### src/rtl/sync_fifo_param.sv
// Purpose : single-clock parameterised FIFO with occupancy flags, level thresholds and error pulses.
// Latency : FWFT=0 -> dout loads one edge after an accepted read; FWFT=1 -> head word visible the cycle after it is written.
// Backpres: writes are dropped while full (overflow pulse), reads are ignored while empty (underflow pulse).
//
// Ports:
//   clk, rst            single clock, synchronous active-high reset
//   din, we             write data / write request
//   re                  read request (FWFT=0) or read acknowledge (FWFT=1)
//   dout                read data
//   full, empty         occupancy flags derived from the registered count
//   almost_full         count >= AF_LEVEL
//   almost_empty        count <= AE_LEVEL
//   count               number of stored words (0..DEPTH)
//   overflow, underflow one-cycle pulses for a rejected write / read
module sync_fifo_param #(
    parameter int WIDTH    = 8,
    parameter int DEPTH    = 16,
    parameter int AF_LEVEL = 12,
    parameter int AE_LEVEL = 4,
    parameter int FWFT     = 0
) (
    input  logic                       clk,
    input  logic                       rst,
    input  logic [WIDTH-1:0]           din,
    input  logic                       we,
    input  logic                       re,
    output logic [WIDTH-1:0]           dout,
    output logic                       full,
    output logic                       empty,
    output logic                       almost_full,
    output logic                       almost_empty,
    output logic [$clog2(DEPTH):0]     count,
    output logic                       overflow,
    output logic                       underflow
);

    localparam int AW = $clog2(DEPTH);
    localparam int CW = AW + 1;

    // Storage is deliberately not reset; only the pointers and count define validity.
    logic [WIDTH-1:0] mem_q [DEPTH];

    logic [AW-1:0]    wr_ptr_q, wr_ptr_d;
    logic [AW-1:0]    rd_ptr_q, rd_ptr_d;
    logic [CW-1:0]    count_q, count_d;
    logic [WIDTH-1:0] dout_q, dout_d;
    logic             overflow_q, overflow_d;
    logic             underflow_q, underflow_d;
    logic             wr_acc, rd_acc;

    // All flags come straight from the registered count, so they are glitch-free.
    assign full         = (count_q == CW'(DEPTH));
    assign empty        = (count_q == '0);
    assign almost_full  = (count_q >= CW'(AF_LEVEL));
    assign almost_empty = (count_q <= CW'(AE_LEVEL));
    assign count        = count_q;
    assign overflow     = overflow_q;
    assign underflow    = underflow_q;

    // In first-word-fall-through mode the head entry is read combinationally
    // from storage; zero is shown while empty so the output never floats X.
    assign dout = (FWFT != 0) ? (empty ? '0 : mem_q[rd_ptr_q]) : dout_q;

    always_comb begin
        wr_acc      = we && !full;
        rd_acc      = re && !empty;

        wr_ptr_d    = wr_ptr_q;
        rd_ptr_d    = rd_ptr_q;
        count_d     = count_q;
        dout_d      = dout_q;
        overflow_d  = we && full;
        underflow_d = re && empty;

        // Power-of-two depth: natural pointer wrap gives modulo DEPTH.
        if (wr_acc) begin
            wr_ptr_d = wr_ptr_q + AW'(1);
        end
        if (rd_acc) begin
            rd_ptr_d = rd_ptr_q + AW'(1);
            dout_d   = mem_q[rd_ptr_q];
        end

        // Simultaneous accepted read and write leaves the count unchanged.
        if (wr_acc && !rd_acc) begin
            count_d = count_q + CW'(1);
        end else if (rd_acc && !wr_acc) begin
            count_d = count_q - CW'(1);
        end
    end

    always_ff @(posedge clk) begin
        if (rst) begin
            wr_ptr_q    <= '0;
            rd_ptr_q    <= '0;
            count_q     <= '0;
            dout_q      <= '0;
            overflow_q  <= 1'b0;
            underflow_q <= 1'b0;
        end else begin
            wr_ptr_q    <= wr_ptr_d;
            rd_ptr_q    <= rd_ptr_d;
            count_q     <= count_d;
            dout_q      <= dout_d;
            overflow_q  <= overflow_d;
            underflow_q <= underflow_d;
        end
    end

    // Reset takes priority: a write presented during reset is not stored.
    always_ff @(posedge clk) begin
        if (!rst && wr_acc) begin
            mem_q[wr_ptr_q] <= din;
        end
    end

endmodule
### config.mk
export PLATFORM = sky130hd
export DESIGN_NAME = sync_fifo_param
export DESIGN_NICKNAME = d
export VERILOG_FILES = /design/src/rtl/sync_fifo_param.sv
export SDC_FILE = /design/constraint.sdc
export NUM_CORES = 1
export LEC_CHECK = 0
export CORE_ASPECT_RATIO = 1.4
export CORE_UTILIZATION = 54
export DETAILED_ROUTE_END_ITERATION = 12
export PLACE_DENSITY = 0.8
export SETUP_SLACK_MARGIN = 0.15
export SLEW_MARGIN = 20
export SYNTH_ARGS = -nofsm -noshare
export SYNTH_HDL_FRONTEND = slang
export SYNTH_SLANG_ARGS = --single-unit
### constraint.sdc
create_clock -name clk -period 2.45 [get_ports clk]
set_input_delay 0.3675 -clock clk [delete_from_list [all_inputs] [get_ports clk]]
set_output_delay 0.3675 -clock clk [all_outputs]
set_load 0.005 [all_outputs]
* Yosys cells after proc, flatten, opt, wreduce, memory -nomap -nowiden
Memories as Yosys holds them, arrays and structs flattened. A register that Yosys moved wholly into a read port is not among the register bits.
Index checks and enable logic that the tools add are counted.
** Storage, ports and cells
- Bits in latches :: 0
- Input port bits :: 12
- Logic and storage cells :: 31
- Bits in read-only memories :: 0
- RAM bits :: 128
- Register bits :: 15
- Output and inout bits :: 19
- Memories kept :: 1
** Memory list
- mem_q :: depth 16, width 8, read ports 1, clocked after Yosys merged registers in 1, write ports 1, RTL line 41 : logic [WIDTH-1:0] mem_q [DEPTH];
** Cells by class
- Multiply operators :: 0
- Equal/unequal tests :: 1
- Div/mod/pow operators :: 0
- Muxes and demuxes :: 4
- Reduce and logical (&&, ||, !) cells :: 14
- Shifts and indexed selects :: 0
- Bitwise operators :: 0
- $lt $le $gt $ge :: 2
- $add $sub $neg :: 4
** Operators with widths (number)
- $mux 5 :: 2
- $add 4x1->4 const B :: 2
- $logic_and 1x1->1 :: 7
- $add 5x1->5 const B :: 1
- $eq 5x5->1 const B :: 1
- $ge 5x4->1 const B :: 1
- $le 5x3->1 const B :: 1
- $logic_not 1->1 :: 5
- $logic_not 5->1 :: 1
- $sub 5x1->5 const B :: 1
- $mux 1 :: 2
- $reduce_bool 2->1 :: 1

* Logic depth before layout (Yosys ltp)
Gate-level depths: netlist of run 1.
- Depth after elaboration :: 7
- Depth in mapped cells :: 11
- Depth with buffers taken out :: 11

* Worst setup path after synthesis of run 1
No wires, ideal clock.
- Kind :: register -> register
- From :: reg count_q[0], in the netlist count[0]
- To :: reg count_q[4], in the netlist count[4]
- Data required time :: 2.329 ns
- Data arrival time :: 2.646 ns
- Stages on the path, launching flop included :: 11
- Setup slack :: -0.317 ns
- Path buffers :: 0
- Cells stage by stage :: dfxtp_1 -> or4_4 -> o21a_4 -> clkinv_4 -> ha_1 -> inv_1 -> ha_1 -> a21o_1 -> a21oi_1 -> mux2i_1 -> mux2_2
** Between the ends
- Cells in the longest elaborated chain, start to end :: 6
- Elaborated cells on any way between the ends :: 15
- Classes of those cells :: 2 x add/sub; 1 x eq/ne; 2 x mux; 10 x reduce/logical
** RTL lines
- start: declaration :: RTL line 45 : logic [CW-1:0] count_q, count_d;
- start signal: assignment :: RTL line 103 : count_q <= count_d;
- parallel branches: the longest is 6 deep, another holds $sub 5x1->5
Several ways; the timed one is not identified. The select of a mux whose other input is x is not followed.
A chain may end at the register's enable or synchronous reset.

* Worst setup path in the final report of run 1
- From :: reg count_q[2], in the netlist count[2]
- To :: reg count_q[4], in the netlist count[4]
Same word-level chain as after synthesis.

==> impl_metrics.ini, run 1 <==
[timing]
tightest_slew_ns = 0.740
rsz0062_at_grt = yes
fin_crit_ns = 2.51
slew_viol_final = 0
fmax_ghz = 0.399
hold_viol = 0
slew_headroom = 0.505
skew_ns = 0.0126
period_share = 1.02
setup_ws_ns = -0.0582
setup_tns_ns = -0.0582
setup_viol = 1

[synthesis]
synth.most_common_cell = edfxtp_1
synth_edf_count = 128
synth_common_cells = edfxtp_1 (128), nor2_1 (40), mux2i_1 (35), dfxtp_1 (23)
synth_flop_cell = edfxtp_1
ys_seq_area_frac = 0.709
syn_avg_cell_area_sq_um = 16.3
yosys_warnings = 0
yosysTopAreaCell = edfxtp_1
yosysTopAreaCellShare = 0.633
synth_nets = 396
ys_ff_latch = 151
syn_area_sq_um = 6070
synth_area_leaders = edfxtp_1 (63%), dfxtp_1 (7.6%), mux4_2 (5.9%)
async_reset_ff_frac = 0
netlist_instances = 373
synth_cell_types = 36

[clock_network]
clkTransAtPathRegs_ns = 0.06
cts_buffer_depth = 2
insertion_delay_ns = 0.42
h-tree-depth = 4
cts_tree = built
numClockSinks = 151
cts_buffers = 17
cts_root_buf = clkbuf_16

[floorplan]
core_area_sq_um = 10900
fp.dieW_microns = 91.6
die-height_microns = 127
die_area_sq_um = 11700
rows = 45
start_util = 0.556
io_pins = 31

[power_and_ir_drop]
max-vdd-ir-drop_mv = 0.761
comb_power_share = 0.244
power_leakage_uw = 0.00247
p_per_area_nw_per_um2 = 993
intPower_uw = 5420
seq_power_share = 0.413
pwr-share-clk = 0.344
p_switching_uw = 1940
p_sw_frac = 0.263

[detailed_routing]
route.detailed.drc = 0
first_iter_violations = 251
detail-route-antenna-nets = 0
routedWlPerCell_microns = 20.5
vias_per_cell = 5.77
drt_wl_total_microns = 12100
drt_first_pass_iters = 4
vias = 3408

[job]
cap_viol_max_count = 0

[grt]
grt_antenna_before_repair = 0
grt_use_total = 0.228
grt-ovfl-total = 0
grt_pass1_wl_microns = 19100
grt_pass1_vias = 3506
grt_max_degree = 29

[setup_path]
cp.required_ns = 2.75
path_max_fanout = 5
rr_worst_depth = 10
critPathCaptureType = flip-flop
reg2reg_from = count[2]
startpoint_type = flip-flop
rrSetupSlack_ns = -0.06
arrival_ns = 2.81
path_class = flip-flop to flip-flop
reg2reg_to = count[4]

[hold_path]
worstHoldStart = we
hold_depth = 3
min_path_type = input port to flip-flop
min_to = overflow

[placed_design]
dp_hpwl_microns = 7940
placement.io_buffers = 30
place.gp.congestion = 0.798
place_ws_ns = -0.0850

[run_status]
failed_checks = setup timing
outcome = finished with violations

[cells_and_area]
n_antenna_cell = 0
fillCellCount = 736
nets = 460
layout-drive-gt1-share = 0.233
syn2layout_area_growth_pct = 22.0
==> cell usage in the layout (no fill, tap or decap), types with 4 or more instances in the layout <==
cell type,n
dfxtp_1,19
nand2_1,10
clkinv_4,4
ha_1,8
clkdlybuf4s50_1,28
nor3_1,14
nor2b_1,4
a22oi_1,8
buf_4,34
xor2_1,7
inv_1,5
mux4_2,16
clkbuf_16,21
a211oi_2,8
nor2_1,40
o22ai_1,16
mux2i_1,35
edfxtp_1,128
==> final cells by class <==
| cell class | instances | area, sq um | share of cell area |
|---|---|---|---|
| multi-input cells | 194 | 1690 | 0.228 |
| clock buffers | 24 | 547 | 0.0738 |
| inverters | 7 | 33.8 | 0.00456 |
| repair buffers | 66 | 597 | 0.0805 |
| well taps | 141 | 176 | 0.0238 |
| clock inverters | 8 | 53.8 | 0.00726 |
| flip-flops and latches | 151 | 4310 | 0.582 |
==> layer usage <==
metal,wire [microns],part of all wire,track usage,vias up
met1,4620,0.38,0.280,1684
met2,6330,0.52,0.364,138
met5,0,0,0,-
met3,849,0.070,0.0601,18
li1,-,-,-,1568
met4,341,0.028,0.134,0
==> through the flow <==
step,cell area [sq um],total power [uW],utilization,hold slack (ns),cells
CTS,7380,7360,0.676,0.503,589
global route,7410,7660,0.678,0.543,591
finish,7410,7360,0.678,0.513,591
detailed placement,6770,4820,0.620,0.532,556
global placement,6770,4760,0.620,0.528,556
floorplan,6110,4120,-,0.466,373
==> registers in the layout (all words and copies together), names as in the netlist <==
register,count
underflow,1
rd_ptr_q,4
count,5
mem_q,128
dout,8
wr_ptr_q,4
overflow,1
==> power groups by stage <==
stage	registers [uW]	logic [uW]	clock network [uW]
after global routing	3050	1940	2670
after floorplan	3090	1030	0
after CTS	3030	1760	2560
final	3040	1790	2530
after global placement	3070	1690	0
after detailed placement	3080	1740	0
==> how the worst max path moves through the flow <==
stage	startpoint	end	depth (start not counted)
after floorplan	count[3]	count[4]	10
after global placement	count[3]	count[4]	10
after detailed placement	count[3]	count[4]	10
after CTS	count[2]	count[4]	10
after global routing	count[2]	count[4]	10
final	count[2]	count[4]	10
==> what timing repair did <==
action,CTS,global route
setup buffers,1,2
pin swaps,4,2
gates resized for setup,2,3
setup endpoints to repair,4,3
hold buffers,0,0
==> kinds of logic after synthesis <==
kind of cell / count (synthesis) / synth area share
DFF: 151 / 0.709
xor gates and xnor gates: 9 / 0.0130
buffers and inverters: 28 / 0.0206
muxes: 52 / 0.119
AOI/OAI and AO/OA: 42 / 0.0550
and+or+nand+nor: 80 / 0.0600
adders and majority gates: 11 / 0.0239
==> critical path: stages, from the launching register on <==
cell and delay (ns):
dfxtp_2 0.32, or4_4 0.53, o21a_4 0.23, clkinv_4 0.05, ha_4 0.15, inv_4 0.06, ha_4 0.21, a21o_1 0.18
a21oi_2 0.13, mux2i_1 0.21, mux2_2 0.34
Power figures use the tool's default switching activity.
==> run 2, diff against run 1 <==
--- a/config.mk
+++ b/config.mk
@@ -6,9 +6,9 @@
 export NUM_CORES = 1
 export LEC_CHECK = 0
 export CORE_ASPECT_RATIO = 1.4
-export CORE_UTILIZATION = 54
+export CORE_UTILIZATION = 32
 export DETAILED_ROUTE_END_ITERATION = 12
-export PLACE_DENSITY = 0.8
+export PLACE_DENSITY = 0.54
 export SETUP_SLACK_MARGIN = 0.15
 export SLEW_MARGIN = 20
 export SYNTH_ARGS = -nofsm -noshare
==> run 2 against run 1 <==
The flow still finishes with violations (setup timing). Global-route usage fell by 9.2 points. Final area rose by 1.3%. Worst hold slack better by 0.010 ns. Combinational power decreased by 3%. Routed wire length grew 1.3%. Clock-buffer cell count fell by 7. First-iteration DRC count shrank 30%. Largest cell class unchanged. Critical path depth is the same. Final cell count grew 17%. Sequential share of layout area down 0.74 points. Via count fell by 3.5%. Largest power group unchanged.
==> impl_metrics.ini, run 2 (same netlist as run 1, synthesis figures left out) <==
[grt]
grt_antenna_before_repair = 0
grt_pass1_wl_microns = 19300
grt_pass1_vias = 3405
grt_max_degree = 25
grt-ovfl-total = 0
grt_use_total = 0.136

[cells_and_area]
regMostFlops = mem_q
layout_common_cells = edfxtp_1 (128), nor2_1 (40), mux2i_1 (35), buf_4 (29), clkdlybuf4s50_1 (28)
layout-drive-gt1-share = 0.235
n_antenna_cell = 0
largest_reg_flops = 128
final-seq-area_sq_um = 4310
nets = 456
final_common_cell = edfxtp_1
syn2layout_area_growth_pct = 23.6
fillCellCount = 1709
stdcell_count = 690
finalInstanceArea_sq_um = 7510
multi_input_area_sq_um = 1690

[detailed_routing]
route.detailed.drc = 0
first_iter_violations = 175
maxUsedRoutingLayer = met4
vias_per_cell = 4.77
drt_wl_total_microns = 12300
wl_met2_microns = 6720
wl_met1_microns = 5000
drt_first_pass_iters = 4
detail-route-antenna-nets = 0
vias = 3289
wl_met3_microns = 241
routedWlPerCell_microns = 17.8

[setup_path]
max_stage_delay_ns = 0.51
cp.required_ns = 2.76
critical-path-top-delay-family = multiplexers
startpoint_type = flip-flop
critPathBufInv = 2
path_max_fanout = 5
crit_chain = or4_4 > o21a_4 > clkinv_4 > ha_4 > inv_4 > ha_1 > a21o_1 > a21oi_2 > mux2i_1 > mux2_2
critPathCaptureType = flip-flop
slowest_stage = or4_4
arrival_ns = 2.81
path_class = flip-flop to flip-flop

[clock_network]
cts_buffers = 17
cts_root_buf = clkbuf_16
numClockSinks = 151
cts_tree = built
h-tree-depth = 4
clkTransAtPathRegs_ns = 0.07
postCtsSetupBuffers = 0
cts_buffer_depth = 2
insertion_delay_ns = 0.42

[timing]
hold_viol = 0
setup_ws_ns = -0.0486
period_share = 1.02
slew_headroom = 0.517
rsz0062_at_grt = yes
fmax_ghz = 0.400
tightest_slew_ns = 0.722
skew_ns = 0.00839
fin_crit_ns = 2.50
setup_viol = 1
slew_viol_final = 0

[power_and_ir_drop]
max-vdd-ir-drop_mv = 0.511
power_leakage_uw = 0.00243
p_per_area_nw_per_um2 = 971

[floorplan]
core_area_sq_um = 18600
rows = 59
die_area_sq_um = 19500
fp.dieW_microns = 118
io_pins = 31
die-height_microns = 165
start_util = 0.326

[placed_design]
placement.io_buffers = 30
place.gp.congestion = 0.748
dp_hpwl_microns = 8590
dpl-instance-area_sq_um = 6900
dpl.cell_count = 658

[run_status]
failed_checks = setup timing
outcome = finished with violations

[job]
cap_viol_max_count = 0

[hold_path]
min_path_type = input port to flip-flop
-- run 2: changes by cell type in the layout (fill, tap and decap cells not counted), sizes merged --
cell,previous run,this run
buf,36,32
clkinv,7,4
clkbuf,24,17
inv,8,16
clkinvlp,0,2
-- run 2: what timing repair did --
item	4_1_cts	5_1_grt
endpoints found under the hold margin	0	0
cloned	0	0
gates resized for setup	3	4
hold buffers	0	0
endpoints found under the setup margin	5	4
pin swaps	4	4
-- run 2: path summary, 6_finish.rpt --
path	from	end	slack [ns]	depth (start not counted)
max	count[3]	count[4]	-0.05	10
min reg2reg	dout[0]	dout[0]	0.53	2
min	we	overflow	0.52	3
max reg2reg	count[3]	count[4]	-0.05	10
-- run 2: area by class of cell --
type,count,share of cell area
Clock buffer,17,0.0567
Multi-Input combinational cell,194,0.226
Clock inverter,15,0.0208
Inverter,7,0.00450
Sequential cell,151,0.574
Timing Repair Buffer,62,0.0772
Tap cell,244,0.0407
-- run 2: power breakdown --
part | leakage (uW) | total [uW] | internal (uW) | switching, uW
Combinational | 0.000806 | 1740 | 896 | 841
Sequential | 0.00134 | 3030 | 2930 | 98.3
Clock | 0.000281 | 2520 | 1360 | 1150
Total | 0.00243 | 7290 | 5190 | 2090
-- run 2: per-layer routing --
layer | vias up | track usage
li1 | 1558 | -
met1 | 1666 | 0.155
met4 | 0 | 0.0627
met5 | - | 0
met3 | 19 | 0.0231
met2 | 46 | 0.249
-- run 2: worst reg2reg max path: stages (launching register included) --
cell and delay (ns):
dfxtp_4 0.34, or4_4 0.51, o21a_4 0.22, clkinv_4 0.05
ha_4 0.15, inv_4 0.06, ha_1 0.21, a21o_1 0.17
a21oi_2 0.13, mux2i_1 0.21, mux2_2 0.34
-- run 2: through the flow --
stage | setup WS [ns] | hold slack [ns] | setup TNS [ns] | power (uW) | util
after global placement | -0.0410 | 0.538 | -0.0410 | 4790 | 0.371
after global routing | -0.189 | 0.539 | -0.189 | 7620 | 0.403
after CTS | -0.0880 | 0.512 | -0.0880 | 7350 | 0.403
after floorplan | -0.0895 | 0.466 | -0.0895 | 4120 | -
after detailed placement | -0.0905 | 0.527 | -0.0905 | 4830 | 0.371
final | -0.0486 | 0.523 | -0.0486 | 7290 | 0.403
